## src/rtl/command_frame_controller_pkg.sv

```systemverilog
// Shared opcodes, operand addresses and FSM state encoding for the command frame controller.
package command_frame_controller_pkg;

    localparam logic [7:0] CMD_RF_WR   = 8'hAA;
    localparam logic [7:0] CMD_RF_RD   = 8'hBB;
    localparam logic [7:0] CMD_ALU_OP  = 8'hCC;
    localparam logic [7:0] CMD_ALU_NOP = 8'hDD;

    localparam int unsigned OPERAND_A_ADDR = 0;
    localparam int unsigned OPERAND_B_ADDR = 1;

    typedef enum logic [3:0] {
        IDLE,
        WR_ADDR,
        WR_DATA,
        RD_ADDR,
        RD_WAIT,
        OP_A,
        OP_B,
        OP_FUNC,
        FUNC_ONLY,
        ALU_WAIT
    } state_t;

endpackage

```

## src/rtl/command_frame_controller_response_fifo.sv

```systemverilog
// Synchronous response FIFO; full/empty/free_count are registered from the next-cycle count.
module response_fifo #(
    parameter int unsigned DATA_WIDTH = 8,
    parameter int unsigned DEPTH      = 4
) (
    input  logic                           clk,
    input  logic                           reset,
    input  logic                           push,
    input  logic [DATA_WIDTH-1:0]          push_data,
    input  logic                           pop,
    output logic [DATA_WIDTH-1:0]          head_data_c,
    output logic                           full,
    output logic                           empty,
    output logic [$clog2(DEPTH+1)-1:0]     free_count
);

    localparam int unsigned PW = (DEPTH > 1) ? $clog2(DEPTH) : 1;
    localparam int unsigned CW = $clog2(DEPTH + 1);

    logic [DATA_WIDTH-1:0] mem [DEPTH];
    logic [PW-1:0]         wr_ptr;
    logic [PW-1:0]         rd_ptr;
    logic [CW-1:0]         count;
    logic [CW-1:0]         count_n;
    logic                  do_push;
    logic                  do_pop;

    function automatic logic [PW-1:0] next_ptr(input logic [PW-1:0] p);
        return (p == PW'(DEPTH - 1)) ? '0 : p + PW'(1);
    endfunction

    assign do_pop      = pop && !empty;
    assign do_push     = push && (!full || do_pop);
    assign head_data_c = mem[rd_ptr];

    always_comb begin
        count_n = count + CW'(do_push) - CW'(do_pop);
    end

    always_ff @(posedge clk or negedge reset) begin
        if (!reset) begin
            wr_ptr     <= '0;
            rd_ptr     <= '0;
            count      <= '0;
            free_count <= CW'(DEPTH);
            full       <= 1'b0;
            empty      <= 1'b1;
        end else begin
            if (do_push) wr_ptr <= next_ptr(wr_ptr);
            if (do_pop)  rd_ptr <= next_ptr(rd_ptr);
            count      <= count_n;
            free_count <= CW'(DEPTH) - count_n;
            full       <= (count_n == CW'(DEPTH));
            empty      <= (count_n == '0);
        end
    end

    // Storage carries no reset; validity is tracked by the pointers.
    always_ff @(posedge clk) begin
        if (do_push) mem[wr_ptr] <= push_data;
    end

endmodule

```

## src/rtl/command_frame_controller.sv

```systemverilog
// Decodes UART command frames into register-file / ALU strobes and queues response bytes for TX.
module command_frame_controller
    import command_frame_controller_pkg::*;
#(
    parameter int unsigned DATA_WIDTH     = 8,
    parameter int unsigned RF_DEPTH       = 16,
    parameter int unsigned RESULT_BYTES   = 2,
    parameter int unsigned TX_FIFO_DEPTH  = 4,
    parameter int unsigned TIMEOUT_CYCLES = 1024
) (
    input  logic                                 clk,
    input  logic                                 reset,
    input  logic                                 rx_data_valid,
    input  logic [DATA_WIDTH-1:0]                rx_data,
    input  logic                                 tx_busy,
    output logic                                 tx_data_valid,
    output logic [DATA_WIDTH-1:0]                tx_data,
    output logic [$clog2(RF_DEPTH)-1:0]          rf_address,
    output logic                                 rf_write_enable,
    output logic [DATA_WIDTH-1:0]                rf_write_data,
    output logic                                 rf_read_enable,
    input  logic                                 rf_read_data_valid,
    input  logic [DATA_WIDTH-1:0]                rf_read_data,
    output logic [3:0]                           alu_function,
    output logic                                 alu_enable,
    output logic                                 alu_clk_enable,
    input  logic                                 alu_result_valid,
    input  logic [RESULT_BYTES*DATA_WIDTH-1:0]   alu_result,
    output logic                                 frame_error
);

    localparam int unsigned AW  = $clog2(RF_DEPTH);
    localparam int unsigned RW  = RESULT_BYTES * DATA_WIDTH;
    localparam int unsigned FCW = $clog2(TX_FIFO_DEPTH + 1);
    localparam int unsigned BCW = (RESULT_BYTES > 1) ? $clog2(RESULT_BYTES) : 1;
    localparam int unsigned TW  = (TIMEOUT_CYCLES > 1) ? $clog2(TIMEOUT_CYCLES) : 1;

    state_t                state_q, state_d;
    logic [TW-1:0]         tmo_q, tmo_d;
    logic [RW-1:0]         result_q, result_d;
    logic [BCW-1:0]        cnt_q, cnt_d;
    logic                  have_q, have_d;
    logic                  await_q, await_d;
    logic [AW-1:0]         addr_d;
    logic [DATA_WIDTH-1:0] wd_d, tx_data_d;
    logic [3:0]            fn_d;
    logic                  we_d, re_d, alu_en_d, clk_en_d, fe_d, tx_valid_d;
    logic                  push_c, pop_c, fifo_full, fifo_empty;
    logic [DATA_WIDTH-1:0] push_data_c, head_data_c;
    logic [FCW-1:0]        free_count;

    response_fifo #(
        .DATA_WIDTH (DATA_WIDTH),
        .DEPTH      (TX_FIFO_DEPTH)
    ) u_response_fifo (
        .clk         (clk),
        .reset       (reset),
        .push        (push_c && !fifo_full),
        .push_data   (push_data_c),
        .pop         (pop_c),
        .head_data_c (head_data_c),
        .full        (fifo_full),
        .empty       (fifo_empty),
        .free_count  (free_count)
    );

    // Frame decode, timeout and response serialisation.
    always_comb begin
        state_d     = state_q;
        tmo_d       = tmo_q;
        result_d    = result_q;
        cnt_d       = cnt_q;
        have_d      = have_q;
        addr_d      = rf_address;
        wd_d        = rf_write_data;
        fn_d        = alu_function;
        clk_en_d    = alu_clk_enable;
        we_d        = 1'b0;
        re_d        = 1'b0;
        alu_en_d    = 1'b0;
        fe_d        = 1'b0;
        push_c      = 1'b0;
        push_data_c = '0;

        if (state_q inside {WR_ADDR, WR_DATA, RD_ADDR, OP_A, OP_B, OP_FUNC, FUNC_ONLY}) begin
            if (rx_data_valid) begin
                tmo_d = '0;
            end else if (tmo_q == TW'(TIMEOUT_CYCLES - 1)) begin
                state_d = IDLE;
                fe_d    = 1'b1;
                tmo_d   = '0;
            end else begin
                tmo_d = tmo_q + TW'(1);
            end
        end

        case (state_q)
            IDLE: begin
                tmo_d = '0;
                if (rx_data_valid) begin
                    if (free_count < FCW'(RESULT_BYTES)) begin
                        fe_d = 1'b1;
                    end else begin
                        case (rx_data)
                            DATA_WIDTH'(CMD_RF_WR):   state_d = WR_ADDR;
                            DATA_WIDTH'(CMD_RF_RD):   state_d = RD_ADDR;
                            DATA_WIDTH'(CMD_ALU_OP):  state_d = OP_A;
                            DATA_WIDTH'(CMD_ALU_NOP): state_d = FUNC_ONLY;
                            default:                  fe_d    = 1'b1;
                        endcase
                    end
                end
            end
            WR_ADDR: if (rx_data_valid) begin
                addr_d  = rx_data[AW-1:0];
                state_d = WR_DATA;
            end
            WR_DATA: if (rx_data_valid) begin
                wd_d    = rx_data;
                we_d    = 1'b1;
                state_d = IDLE;
            end
            RD_ADDR: if (rx_data_valid) begin
                addr_d  = rx_data[AW-1:0];
                re_d    = 1'b1;
                state_d = RD_WAIT;
            end
            RD_WAIT: if (rf_read_data_valid) begin
                push_c      = 1'b1;
                push_data_c = rf_read_data;
                state_d     = IDLE;
            end
            OP_A: if (rx_data_valid) begin
                addr_d  = AW'(OPERAND_A_ADDR);
                wd_d    = rx_data;
                we_d    = 1'b1;
                state_d = OP_B;
            end
            OP_B: if (rx_data_valid) begin
                addr_d  = AW'(OPERAND_B_ADDR);
                wd_d    = rx_data;
                we_d    = 1'b1;
                state_d = OP_FUNC;
            end
            OP_FUNC, FUNC_ONLY: if (rx_data_valid) begin
                fn_d     = rx_data[3:0];
                alu_en_d = 1'b1;
                clk_en_d = 1'b1;
                have_d   = 1'b0;
                cnt_d    = '0;
                state_d  = ALU_WAIT;
            end
            ALU_WAIT: begin
                // Captured result drains LSB-first, one byte per cycle.
                if (have_q) begin
                    clk_en_d    = 1'b0;
                    push_c      = 1'b1;
                    push_data_c = result_q[DATA_WIDTH-1:0];
                    result_d    = result_q >> DATA_WIDTH;
                    cnt_d       = cnt_q + BCW'(1);
                    if (cnt_q == BCW'(RESULT_BYTES - 1)) begin
                        have_d  = 1'b0;
                        state_d = IDLE;
                    end
                end else if (alu_result_valid) begin
                    result_d = alu_result;
                    have_d   = 1'b1;
                    cnt_d    = '0;
                end
            end
            default: state_d = IDLE;
        endcase
    end

    // TX drain: one byte per transmitter busy episode.
    always_comb begin
        pop_c      = !fifo_empty && !tx_busy && !await_q;
        tx_valid_d = pop_c;
        tx_data_d  = pop_c ? head_data_c : tx_data;
        await_d    = pop_c ? 1'b1 : (tx_busy ? 1'b0 : await_q);
    end

    always_ff @(posedge clk or negedge reset) begin
        if (!reset) begin
            state_q         <= IDLE;
            tmo_q           <= '0;
            result_q        <= '0;
            cnt_q           <= '0;
            have_q          <= 1'b0;
            await_q         <= 1'b0;
            rf_address      <= '0;
            rf_write_enable <= 1'b0;
            rf_write_data   <= '0;
            rf_read_enable  <= 1'b0;
            alu_function    <= '0;
            alu_enable      <= 1'b0;
            alu_clk_enable  <= 1'b0;
            frame_error     <= 1'b0;
            tx_data_valid   <= 1'b0;
            tx_data         <= '0;
        end else begin
            state_q         <= state_d;
            tmo_q           <= tmo_d;
            result_q        <= result_d;
            cnt_q           <= cnt_d;
            have_q          <= have_d;
            await_q         <= await_d;
            rf_address      <= addr_d;
            rf_write_enable <= we_d;
            rf_write_data   <= wd_d;
            rf_read_enable  <= re_d;
            alu_function    <= fn_d;
            alu_enable      <= alu_en_d;
            alu_clk_enable  <= clk_en_d;
            frame_error     <= fe_d;
            tx_data_valid   <= tx_valid_d;
            tx_data         <= tx_data_d;
        end
    end

endmodule

```

## config.mk

```make
export PLATFORM = sky130hd
export DESIGN_NAME = command_frame_controller
export DESIGN_NICKNAME = d
export VERILOG_FILES = /design/src/rtl/command_frame_controller_pkg.sv /design/src/rtl/command_frame_controller_response_fifo.sv /design/src/rtl/command_frame_controller.sv
export SDC_FILE = /design/constraint.sdc
export NUM_CORES = 1
export LEC_CHECK = 0
export ABC_CLOCK_PERIOD_IN_PS = 4000
export BUFFER_PORTS_ARGS = -buffer_cell sky130_fd_sc_hd__buf_4
export CORE_MARGIN = 2
export CORE_UTILIZATION = 57
export DETAILED_ROUTE_END_ITERATION = 6
export PLACE_DENSITY = 0.79
export SETUP_SLACK_MARGIN = 0.15
export SLEW_MARGIN = 20
export SYNTH_ARGS = -nofsm -noshare
export SYNTH_HDL_FRONTEND = slang
export SYNTH_HIERARCHICAL = 1
export SYNTH_SLANG_ARGS = --single-unit
```

## constraint.sdc

```tcl
create_clock -name clk -period 4 [get_ports clk]
set_input_delay 0.6 -clock clk [delete_from_list [all_inputs] [get_ports clk]]
set_output_delay 0.6 -clock clk [all_outputs]
set_load 0.03 [all_outputs]
```

==> results.md <==
| Step | Metric | This run |
|:---|:---|:---|
| layout | Fraction of final layout cells with drive strength greater than 1 | 27.42% |
| floorplan | Starting density of the core | 58.15% |
| clocking | Clock Sinks | 106 |
| layout | Filler cells | 657 |
| worst hold path | Kind of path behind the tightest hold check | input pin to async pin |
| worst setup path | Worst-path maximum fanout | 18 |
| floorplan | Die area | 0.009533 mm² |
| global routing | Vias in the first global route | 3,451 |
| detailed routing | Routed via count | 3,372 |
| global routing | Grt total ovfl | 0 |
| worst setup path | Number of buffers and inverters on the critical path | 4 |
| timing | Setup Skew | 0.01204 ns |
| worst setup path | Worst flop-to-flop path startpoint | state_q[1] |
| worst setup path | Biggest cell delay along the critical path | 0.58 ns |
| worst setup path | Capturing point of the worst reg2reg path | u_response_fifo/free_count[2] |
| global routing | Pin count of the biggest net entering global routing | 75 |
| timing | Final hold vios | 0 |
| clocking | Clk Tree Root Cell | sky130_fd_sc_hd__clkbuf_8 |
| worst setup path | Type of the worst setup path | flop to flop |
| clocking | Clock latency reported for the late side of the worst-skew pair | 0.37 ns |
| clocking | CTS buffer count | 9 |
| power and ir drop | Leakage power | 2.538 nW |
| global routing | Wire length of the first global-routing pass | 16,450 µm |
| layout | Most common library cell in the layout ignoring fill and taps | sky130_fd_sc_hd__buf_4 |
| worst setup path | Crit end category | flop |
| clocking | # hold bufs at CTS | 0 |
| timing | Final period utilization | 88.86% |
| layout | Antenna Cells | 0 |
| worst setup path | Arrival @ worst endpoint | 3.87 ns |
| worst setup path | Delay-heaviest family, CP | adder cells |
| floorplan | Area of the core | 0.008593 mm² |
| detailed routing | Via density | 5.686 |
| clocking | H-tree depth | 3 |
| worst setup path | Cells along the critical path | and4bb_2 -> and2_1 -> nor2_1 -> nor2_1 -> a21boi_4 -> inv_1 -> ha_1 -> inv_1 -> ha_1 -> fa_1 -> inv_1 -> ha_1 -> ha_1 -> inv_1 |
| clocking | Number of instances resized during post-cts repair | 0 |
| floorplan | # IOs | 68 |
| power and ir drop | PD cells | 655.1 mW/mm² |
| global routing | Antenna violations before repair | 0 |
| synth | Average cell area after synthesis | 11.98 µm² |
| detailed routing | Wire length reported by the detailed router | 9527 µm |
| timing | Worst Hold Margin | 0.3396 ns |
| run | Max-cap violation count | 0 |
| clocking | Setup fix buffers added after clock tree synthesis | 0 |
| detailed routing | DR WL/cell | 16.07 µm |
| detailed routing | Drt pass-1 iters | 4 |
| floorplan | Horizontal die dimension | 97.64 µm |
| worst setup path | Cells on worst reg2reg path | 14 |
| placed design | Routability Congestion | 0.8999 |
| floorplan | Row count | 34 |
| layout | P&R area growth vs syn | 15.07% |
| worst setup path | Startpoint type of the worst setup path | flop |
| clocking | Number of buffers on the longest clock path | 2 |
| clocking | Clock tree from TritonCTS | built |
| detailed routing | Residual DRC | 0 |
| layout | Nets | 530 |
| timing | Final setup violation count | 0 |
| power and ir drop | Worst IR drop on VDD | 0.3861 mV |
| floorplan | Die Y | 97.64 µm |
| synth | Cell area after synthesis | 0.004997 mm² |
| clocking | Clk pin slew, worst setup/hold paths | 0.11 ns |
| run status | Run status | completed |
| synth | Post-Syn Instances | 417 |
| timing | Slew Limit Headroom | 38.54% |
| placed design | Detailed placement HPWL | 6822 µm |
| detailed routing | Drt first-iter violations | 171 |
| layout | Commonest cells after routing, fill and taps aside | 73 x sky130_fd_sc_hd__buf_4, 72 x sky130_fd_sc_hd__dfrtp_1, 53 x sky130_fd_sc_hd__nand2_1, 32 x sky130_fd_sc_hd__edfxtp_1, 20 x sky130_fd_sc_hd__nor2_1 |
| timing | Total Negative Setup Slacks | 0 ns |
| timing | Top achievable clock speed | 0.2813 GHz |
| global routing | Total routing usage reported by global routing | 21.44% |
| placed design | Number of cells in the design after placement | 577 |
| detailed routing | Final ANT Viol Nets | 0 |
| synth | Yosys warning total | 6 |
| layout | Layout Cells excl Fill | 593 |
| worst setup path | Setup slack of the most critical reg-to-reg path | 0.45 ns |
| worst setup path | Cell at the slowest stage of the critical path | sky130_fd_sc_hd__dfrtp_1 |
| placed design | I/O Buffers | 67 |
| synth | Post-Syn Nets | 467 |
| timing | Number of slew-limit violations in the final report | 0 |
| worst setup path | Worst EP required | 4.32 ns |
| timing | Least-Margin Pin Slew | 0.9219 ns |
| timing | Final Critical Period | 3.554 ns |
| timing | Unrepaired setup endpoints after global routing | no |
[how the worst max path moves through the flow]
stage	start	endpoint	slack, ns	depth (start not counted)
floorplan	state_q[0]	u_response_fifo/free_count[2]	0.73	17
global placement	state_q[1]	u_response_fifo/free_count[2]	0.60	14
detailed placement	state_q[1]	u_response_fifo/free_count[2]	0.47	14
CTS	state_q[1]	u_response_fifo/free_count[2]	0.42	14
global route	state_q[1]	u_response_fifo/free_count[2]	0.23	14
finish	state_q[1]	u_response_fifo/free_count[2]	0.45	14
[worst register-to-register path: cells and delay by family (launching register included)]
kind	cells	cell delay [ns]
compound gates	1	0.24
fa+ha+maj	5	1.52
buf+inv	4	0.22
simple gates	4	0.96
flops	1	0.58
[through the flow]
step	area [µm²]	setup WS [ns]	utilization, %	total power [mW]
finish	5751	0.4457	66.92	3.767
global route	5751	0.2297	66.92	4.011
CTS	5751	0.4248	66.92	3.801
detailed placement	5565	0.4695	64.76	3.177
global placement	5565	0.6039	64.76	3.109
floorplan	4997	0.7252	-	2.734
[state kept, by name, summed over array words and instances (netlist names), 2 cells and up]
signal,count
u_response_fifo/free_count,2
tx_data,8
rf_address,4
state_q,4
tmo_q,10
u_response_fifo/rd_ptr,2
alu_function,4
result_q,16
u_response_fifo/mem,32
u_response_fifo/count,3
rf_write_data,8
u_response_fifo/wr_ptr,2
[where the power goes]
part / internal, mW / switching [mW] / leakage [nW]
clock: 0.241 / 0.376 / 0.0949
sequential: 1.41 / 0.230 / 1.25
combinational: 0.661 / 0.847 / 1.19
total: 2.32 / 1.45 / 2.54
[per-layer routing]
layer | global-route usage [%] | vias up | routed length, µm
met3 | 3.669 | 11 | 419
met2 | 34.80 | 81 | 4704
met5 | 0 | - | 0
met1 | 29.51 | 1657 | 4282
met4 | 7.479 | 0 | 120
li1 | - | 1623 | -
[final cells by class]
type	count	area, µm²	share of cell area (%)
multi-input combinational	272	1999	34.77
timing repair buffer	73	548.0	9.530
sequential	106	2815	48.96
inverter	18	67.56	1.175
clock inverter	6	57.56	1.001
clock buffer	10	127.6	2.219
tap	108	135.1	2.350
No activity file was read; power rests on OpenSTA's default activity.
